$ cat config.mk
export PLATFORM = sky130hd
export DESIGN_NAME = uart_tx_arbiter
export DESIGN_NICKNAME = d
export VERILOG_FILES = /design/src/rtl/uart_arb_pkg.sv /design/src/rtl/rr_pick.sv /design/src/rtl/uart_tx_arbiter.sv
export SDC_FILE = /design/constraint.sdc
export NUM_CORES = 1
export LEC_CHECK = 0
export BUFFER_PORTS_ARGS = -buffer_cell sky130_fd_sc_hd__buf_2
export CAP_MARGIN = 20
export CORE_UTILIZATION = 44
export CTS_CLUSTER_DIAMETER = 40
export DETAILED_ROUTE_END_ITERATION = 12
export PLACE_DENSITY = 0.79
export SLEW_MARGIN = 20
export SYNTH_ARGS = -nofsm -noshare
export SYNTH_HDL_FRONTEND = slang
export SYNTH_SLANG_ARGS = --single-unit
$ cat constraint.sdc
create_clock -name CLK -period 1.57 [get_ports CLK]
set_clock_uncertainty 0.05 [all_clocks]
set_input_delay 0.0785 -clock CLK [delete_from_list [all_inputs] [get_ports CLK]]
set_output_delay 0.0785 -clock CLK [all_outputs]
set_load 0.02 [all_outputs]
$ cat src/rtl/uart_arb_pkg.sv
// Shared definitions for the uart_tx arbiter: FSM encoding, data width, default busy timeout.
package uart_arb_pkg;

  localparam int unsigned UART_DATA_W       = 8;
  localparam int unsigned BUSY_WAIT_DEFAULT = 8;

  typedef enum logic [2:0] {
    StIdle     = 3'd0,
    StLoad     = 3'd1,
    StStart    = 3'd2,
    StWaitBusy = 3'd3,
    StWaitDone = 3'd4,
    StLocked   = 3'd5
  } arb_state_e;

  function automatic logic [2:0] oh_to_idx(input logic [7:0] oh);
    logic [2:0] idx;
    idx = '0;
    for (int i = 0; i < 8; i++) begin
      if (oh[i]) idx = 3'(i);
    end
    return idx;
  endfunction

endpackage

$ cat src/rtl/rr_pick.sv
// Combinational round-robin picker: first set request at or above the pointer, with wrap-around.
module rr_pick #(
  parameter int unsigned NUM_REQ = 4,
  parameter int unsigned PTR_W   = 2
) (
  input  logic [NUM_REQ-1:0] i_req,
  input  logic [PTR_W-1:0]   i_ptr,
  output logic [NUM_REQ-1:0] o_grant,
  output logic               o_valid
);

  logic [NUM_REQ-1:0] w_rot;
  logic [NUM_REQ-1:0] w_pick;

  // Rotate so the pointer sits at bit 0, isolate the lowest set bit, rotate back.
  assign w_rot   = NUM_REQ'({i_req, i_req} >> i_ptr);
  assign w_pick  = w_rot & (~w_rot + NUM_REQ'(1));
  assign o_grant = NUM_REQ'(({w_pick, w_pick} << i_ptr) >> NUM_REQ);
  assign o_valid = |i_req;

endmodule

$ cat src/rtl/uart_tx_arbiter.sv
// Round-robin sequencer sharing one uart_tx between NUM_REQ byte sources.
// Define UART_ARB_TIMEOUT_EN to abandon a byte when tx_busy never rises within BUSY_WAIT cycles.
module uart_tx_arbiter
  import uart_arb_pkg::*;
#(
  parameter int unsigned NUM_REQ   = 4,
  parameter int unsigned BUSY_WAIT = BUSY_WAIT_DEFAULT
) (
  input  logic                         CLK,
  input  logic                         RST,
  input  logic [NUM_REQ-1:0]           req_valid,
  input  logic [UART_DATA_W*NUM_REQ-1:0] req_data,
  input  logic [NUM_REQ-1:0]           req_last,
  output logic [NUM_REQ-1:0]           req_ready,
  output logic [NUM_REQ-1:0]           grant,
  output logic                         tx_start,
  output logic [UART_DATA_W-1:0]       tx_data,
  input  logic                         tx_busy,
  output logic                         err_timeout
);

  localparam int unsigned PTR_W = $clog2(NUM_REQ);

  if (NUM_REQ < 2 || NUM_REQ > 8 || BUSY_WAIT < 2) begin : g_param_check
    $error("uart_tx_arbiter: NUM_REQ must be 2..8 and BUSY_WAIT at least 2");
  end

  arb_state_e               r_state;
  logic [NUM_REQ-1:0]       r_grant;
  logic [PTR_W-1:0]         r_rr_ptr;
  logic                     r_last;
  logic                     r_tx_start;
  logic [UART_DATA_W-1:0]   r_tx_data;

  logic [NUM_REQ-1:0]       w_pick;
  logic                     w_pick_valid;
  logic [UART_DATA_W-1:0]   w_sel_data;
  logic                     w_sel_last;
  logic [PTR_W-1:0]         w_gidx;
  logic [PTR_W-1:0]         w_next_ptr;

  rr_pick #(
    .NUM_REQ (NUM_REQ),
    .PTR_W   (PTR_W)
  ) u_rr_pick (
    .i_req   (req_valid),
    .i_ptr   (r_rr_ptr),
    .o_grant (w_pick),
    .o_valid (w_pick_valid)
  );

  always_comb begin
    w_sel_data = '0;
    w_sel_last = 1'b0;
    for (int i = 0; i < NUM_REQ; i++) begin
      if (r_grant[i]) begin
        w_sel_data = w_sel_data | req_data[UART_DATA_W*i +: UART_DATA_W];
        w_sel_last = w_sel_last | req_last[i];
      end
    end
  end

  // Released owner drops to lowest priority by moving the pointer just past it.
  assign w_gidx     = PTR_W'(oh_to_idx(8'(r_grant)));
  assign w_next_ptr = (w_gidx == PTR_W'(NUM_REQ - 1)) ? '0 : w_gidx + PTR_W'(1);

`ifdef UART_ARB_TIMEOUT_EN
  localparam int unsigned CNT_W = $clog2(BUSY_WAIT + 1);
  logic [CNT_W-1:0] r_cnt;
  logic             r_err;
  assign err_timeout = r_err;
`else
  assign err_timeout = 1'b0;
`endif

  always_ff @(posedge CLK) begin
    if (RST) begin
      r_state    <= StIdle;
      r_grant    <= '0;
      r_rr_ptr   <= '0;
      r_last     <= 1'b0;
      r_tx_start <= 1'b0;
      r_tx_data  <= '0;
`ifdef UART_ARB_TIMEOUT_EN
      r_cnt      <= '0;
      r_err      <= 1'b0;
`endif
    end else begin
      r_tx_start <= 1'b0;
`ifdef UART_ARB_TIMEOUT_EN
      r_err      <= 1'b0;
`endif
      case (r_state)
        StIdle: begin
          // Never start over a frame still shifting (e.g. after a reset mid-frame).
          if (!tx_busy && w_pick_valid) begin
            r_grant <= w_pick;
            r_state <= StLoad;
          end
        end
        StLoad: begin
          r_tx_data  <= w_sel_data;
          r_last     <= w_sel_last;
          r_tx_start <= 1'b1;
          r_state    <= StStart;
        end
        StStart: begin
`ifdef UART_ARB_TIMEOUT_EN
          r_cnt   <= CNT_W'(1);
`endif
          r_state <= StWaitBusy;
        end
        StWaitBusy: begin
          if (tx_busy) begin
            r_state <= StWaitDone;
`ifdef UART_ARB_TIMEOUT_EN
          end else if (r_cnt == CNT_W'(BUSY_WAIT - 1)) begin
            r_err    <= 1'b1;
            r_grant  <= '0;
            r_rr_ptr <= w_next_ptr;
            r_state  <= StIdle;
          end else begin
            r_cnt <= r_cnt + CNT_W'(1);
`endif
          end
        end
        StWaitDone: begin
          if (!tx_busy) begin
            if (r_last) begin
              r_rr_ptr <= w_next_ptr;
              r_grant  <= '0;
              r_state  <= StIdle;
            end else begin
              r_state <= StLocked;
            end
          end
        end
        StLocked: begin
          if (|(req_valid & r_grant)) r_state <= StLoad;
        end
        default: r_state <= StIdle;
      endcase
    end
  end

  assign req_ready = (r_state == StLoad) ? r_grant : '0;
  assign grant     = r_grant;
  assign tx_start  = r_tx_start;
  assign tx_data   = r_tx_data;

endmodule

---- Yosys cells after proc, flatten, opt, wreduce, memory -nomap -nowiden ----
Index checks and enable logic that the tools add are counted.
W data, S select, Z words.
word-level totals
  bits in latches ......................... 0
  bits of input ports ..................... 43
  memory bits (read-only) ................. 0
  memories ................................ 0
  logic and storage cells ................. 64
  memory bits (writable) .................. 0
  register bits after elaboration ......... 19
cells by class
  multiply operators ...................... 0
  bitwise operators ....................... 10
  shift operators ......................... 2
  eq/ne operators ......................... 11
  mux-type cells .......................... 24
  $lt $le $gt $ge ......................... 0
  divide/modulo/power cells ............... 0
  add/subtract/negate cells ............... 2
  reduce and logical (&&, ||, !) cells .... 9
operators by type and width
  kind                   count
  $mux W8                4
  $or A8 B8 Y8           3
  $pmux W3 S6            1
  $mux W4                4
  $mux W3                5
  $ne A2 B2 Y1 const B   5
  $and A4 B4 Y4          2
  $pmux W4 S2            1
  $reduce_and A4 Y1      2
  $reduce_or A4 Y1       2
  $shl A8 B2 Y8          1
  $shr A8 B2 Y4          1
  $eq A3 B2 Y1 const B   2
  $eq A3 B3 Y1 const B   2
  $mux W1                6
  $mux W2                3
  $add A4 B1 Y4 const B  1
  $not A4 Y4             1
  $eq A3 B1 Y1 const B   1
  $logic_not A3 Y1       1
  $or A1 B1 Y1           3
  $reduce_and A3 Y1      1
  $add A2 B1 Y2 const B  1
  $eq A2 B2 Y1 const B   1
  4 further kinds        4

---- Longest topological paths before layout ----
  depth in word-level cells ............... 7
  gate-level depth with buffers ........... 6
  depth with buffers taken out ............ 4

---- Hierarchy ----
From an unflattened synthesis, not the netlist that was laid out.
unflattened totals
  cells, all modules ...................... 132
  area total of the unflattened synthesis .. 1129.8 um2
by module, submodules not included
  module           area an instance (um2)  times used  sequential area each (um2)  cells an instance
  uart_tx_arbiter  1023.5                  1           380.4                       115
  rr_pick          106.4                   1           0.0                         17

---- Least setup slack after synthesis ----
Ideal clock, no wire load.
  path type ............................... register to output
  from .................................... register r_grant[2] (netlist: grant[2])
  to ...................................... output req_ready[2]
  data required time ...................... 1441 ps
  setup slack ............................. 170 ps
  arrival ................................. 1272 ps
  stages on the path, launching flop included .. 4
  path through ............................ dfxtp_1 -> buf_2 -> inv_1 -> nor3_1
between the ends
  word-level cells in the longest chain between the ends .. 1
RTL lines
  what                    line                    RTL
  from (decl)             uart_tx_arbiter.sv:29   logic [NUM_REQ-1:0] r_grant;
  from (signal assigned)  uart_tx_arbiter.sv:97   r_grant <= w_pick;
  $mux W4                 uart_tx_arbiter.sv:146  assign req_ready = (r_state == StLoad) ? r_grant : '0;
  to (decl)               uart_tx_arbiter.sv:14   output logic [NUM_REQ-1:0] req_ready,
No other way between the ends.

---- Worst setup path in the final report ----
Ends and elaborated chain as after synthesis.

==> flow_metrics.py <==
metrics = {
    "synthesis": {
        "post-synth-top-area-cell": "dfxtp_1",
        "postSynth.topFlopCell": "dfxtp_1",
        "combinational_family_with_the_most_area_after_synthesis": "compound AO/OA/AOI/OAI gates",
        "synth-compound-area-share": 0.3173,
        "synth_top_cell_area_share": 0.3315,
        "asyncSetResetFlopFracSynth": 0,
        "ys_seq_area_frac": 0.3315,
        "synthMuxAreaShare": 0.01745,
        "syn_area_um2": 1147,
        "ys_ff_latch": 19,
        "synth_edf_count": 0,
        "syn-mean-instance-area_um2": 8.023,
        "synthAdderAreaFrac": 0,
        "synth_xor_xnor_area_share": 0,
        "yosysUniqueCellTypes": 35,
        "mappedNetlistNets": 186,
        "yosysWarnings": 0,
        "synth_cells": 143,
        "synth.top_cells.by_area": "dfxtp_1 (33%), a22o_1 (7.6%), a221oi_1 (6.9%), a211oi_1 (6.5%), nor2_1 (5.9%)",
        "simple_gate_share_of_the_synthesized_area": 0.2497,
    },
    "layout": {
        "antenna_cells_inserted": 0,
        "layout-drive-gt1-share": 0.4020,
        "mostFrequentLayoutCell": "buf_2",
        "final-instance-count-excl-fill": 229,
        "layout_common_cells": "buf_2 (59), nor2_1 (17), dfxtp_1 (16), a22o_1 (10), a211oi_1 (10)",
        "final_net_count": 243,
        "flow.area_growth_from_synthesis_pct": 33.37,
    },
    "critical_path": {
        "worstSetupPathType": "reg2out",
        "worstPathMaxFanout": 11,
        "crit_family": "flip-flops",
        "worstPathCellList": "inv_1 -> nor3_1 -> buf_2",
        "reg2reg_to": "grant[2]$_SDFFE_PP0P_",
        "timing.reg2reg.setup_slack_ns": 0.17,
        "timing.critical_path.to_type": "output port",
        "worstSetupEndpoint": "req_ready[2]",
        "cp_data_arrival_time_ns": 1.33,
        "critical_path.reg2reg.startpoint": "r_state[1]$_SDFFE_PP0P_",
        "critical_path.slowest_cell": "dfxtp_2",
        "cpPeakStageDelay_ns": 0.47,
        "worstPathBufferInverterCount": 2,
        "required_time_worst_endpoint_ns": 1.44,
        "reg2regPathDepth": 4,
        "critPathLaunchType": "register",
        "crit_start": "grant[2]$_SDFFE_PP0P_",
        "cp_num_cells": 3,
    },
    "cts": {
        "worst_setup_hold_path_clk_slew_ns": 0.10,
        "worstSkewPairLatency_ns": 0.30,
        "numCtsBuffers": 3,
        "tritoncts": "built",
        "cts.htree.levels": 1,
        "clock_tree.root_cell": "clkbuf_4",
        "cts.path.max_buffers": 2,
        "cts_num_sinks": 19,
    },
    "timing": {
        "fin_hold_ws_ns": 0.06920,
        "drv_slew": 0,
        "rsz_0062_raised_after_global_routing": "no",
        "finalSetupTns_ns": 0,
        "post-route-period-util": 0.9315,
        "layout_min_cycle_time_ns": 1.462,
        "setup_violations": 0,
        "finalHoldViolations": 0,
        "max_freq_ghz": 0.6838,
    },
    "die": {
        "boundaryPins": 61,
        "initial_core_utilization": 0.4631,
        "width_of_the_chip_um": 53.07,
        "core-area_um2": 2477,
        "dieHeight_um": 53.07,
        "design.die.area_um2": 2816,
        "floorplan.rows": 18,
    },
    "placement": {
        "io_buffer_count": 59,
        "dp.cells": 221,
        "place_congestion": 0.8670,
        "post-dp-hpwl_um": 2380,
    },
    "min_path": {
        "hold_class": "in2reg",
    },
    "detailed_routing": {
        "detail_route.wl_per_cell_um": 14.59,
        "detailed_routing_iterations_pass_1": 4,
        "detail-route-antenna-nets": 0,
        "initialDrtViolationCount": 28,
        "route.vias.total": 1350,
        "finalWirelength_um": 3342,
        "detail_route.drc_violations": 0,
        "avgViaCountPerCell": 5.895,
    },
    "power_and_ir_drop": {
        "p_leak_nw": 0.6630,
        "power.density_nw_per_um2": 976.8,
        "peakVddDrop_mv": 0.7916,
    },
    "global_routing": {
        "largest_net_degree_at_the_start_of_global_routing": 20,
        "grt-ovfl-total": 0,
        "antenna_found_initial": 0,
        "track_usage": 0.2513,
        "number_of_global_route_vias_before_repair": 1150,
        "grt_pass1_wl_um": 5092,
    },
    "job": {
        "drv_cap": 0,
    },
    "outcome": {
        "status": "finished clean",
    },
}
[Yosys cell counts (3+ instances only)]
library cell / number
a211oi_1: 10
dfxtp_1: 19
nor3_1: 8
buf_2: 7
a221oi_1: 9
nand2_1: 5
nor2_1: 18
o21ai_0: 4
and2_1: 3
nor2b_1: 7
a22o_1: 10
clkbuf_1: 5
a21oi_1: 7
[routing by layer]
metal  up-vias  GRT usage  routed length [um]
li1        646          -                   -
met1       653     0.2936                1471
met2        43     0.4114                1658
met3         8    0.07184                 139
met4         0     0.1316                  73
met5         -          0                   0
[worst min-delay path by stage]
stage,from,depth (start not counted),endpoint
after floorplan,tx_busy,3,grant[1]$_SDFFE_PP0P_
after global placement,req_valid[0],3,grant[0]$_SDFFE_PP0P_
after detailed placement,req_valid[3],3,grant[3]$_SDFFE_PP0P_
after CTS,req_valid[3],3,grant[3]$_SDFFE_PP0P_
after global routing,req_valid[3],3,grant[3]$_SDFFE_PP0P_
final,req_valid[3],3,grant[3]$_SDFFE_PP0P_
[area by class of cell]
cell class,instances,area (um^2)
fill,228,947.2
multi-input combinational,105,698.2
sequential,19,386.6
timing repair buffer,69,374.1
clock buffer,4,26.28
inverter,2,7.507
tap,30,37.54
[power breakdown]
group	internal, W	switching (W)
clock network	0.0000992	0.000149
registers	0.000562	0.0000810
logic	0.000273	0.000331
[tightest hold or removal path: cells and delay by family]
family,cells,cell delay (ns)
buf+inv,1,0.15
compound gates,2,0.15
[registers in the layout (all words and copies together) (netlist names)]
signal and flops:
tx_data 8, grant 4, r_state 3, r_rr_ptr 2
r_last 1, tx_start 1
[kinds of logic after synthesis]
| family | Yosys count |
|---|---|
| AOI/OAI and AO/OA | 48 |
| DFF | 19 |
| buffers and inverters | 19 |
| muxes | 2 |
| and+or+nand+nor | 54 |
| other | 1 |
[timing repair]
action                                  4_1_cts  5_1_grt
resized for setup                             6        5
pin swaps                                     1        0
setup buffers                                 3        0
cloned                                        1        0
endpoints found under the setup margin        4        5
hold endpoints to repair                      0        0
hold buffers                                  0        0
[through the flow]
step                 power, W    util  instance area, um^2  worst slack (ns)
floorplan           0.0009985       -                 1147            0.1696
global placement     0.001150  0.5813                 1440            0.1841
detailed placement   0.001171  0.5813                 1440            0.1481
CTS                  0.001466  0.6086                 1508           0.01611
global route         0.001600  0.6177                 1530         0.0007222
finish               0.001495  0.6177                 1530            0.1075
Note: power is estimated with default switching activity, not from simulation.
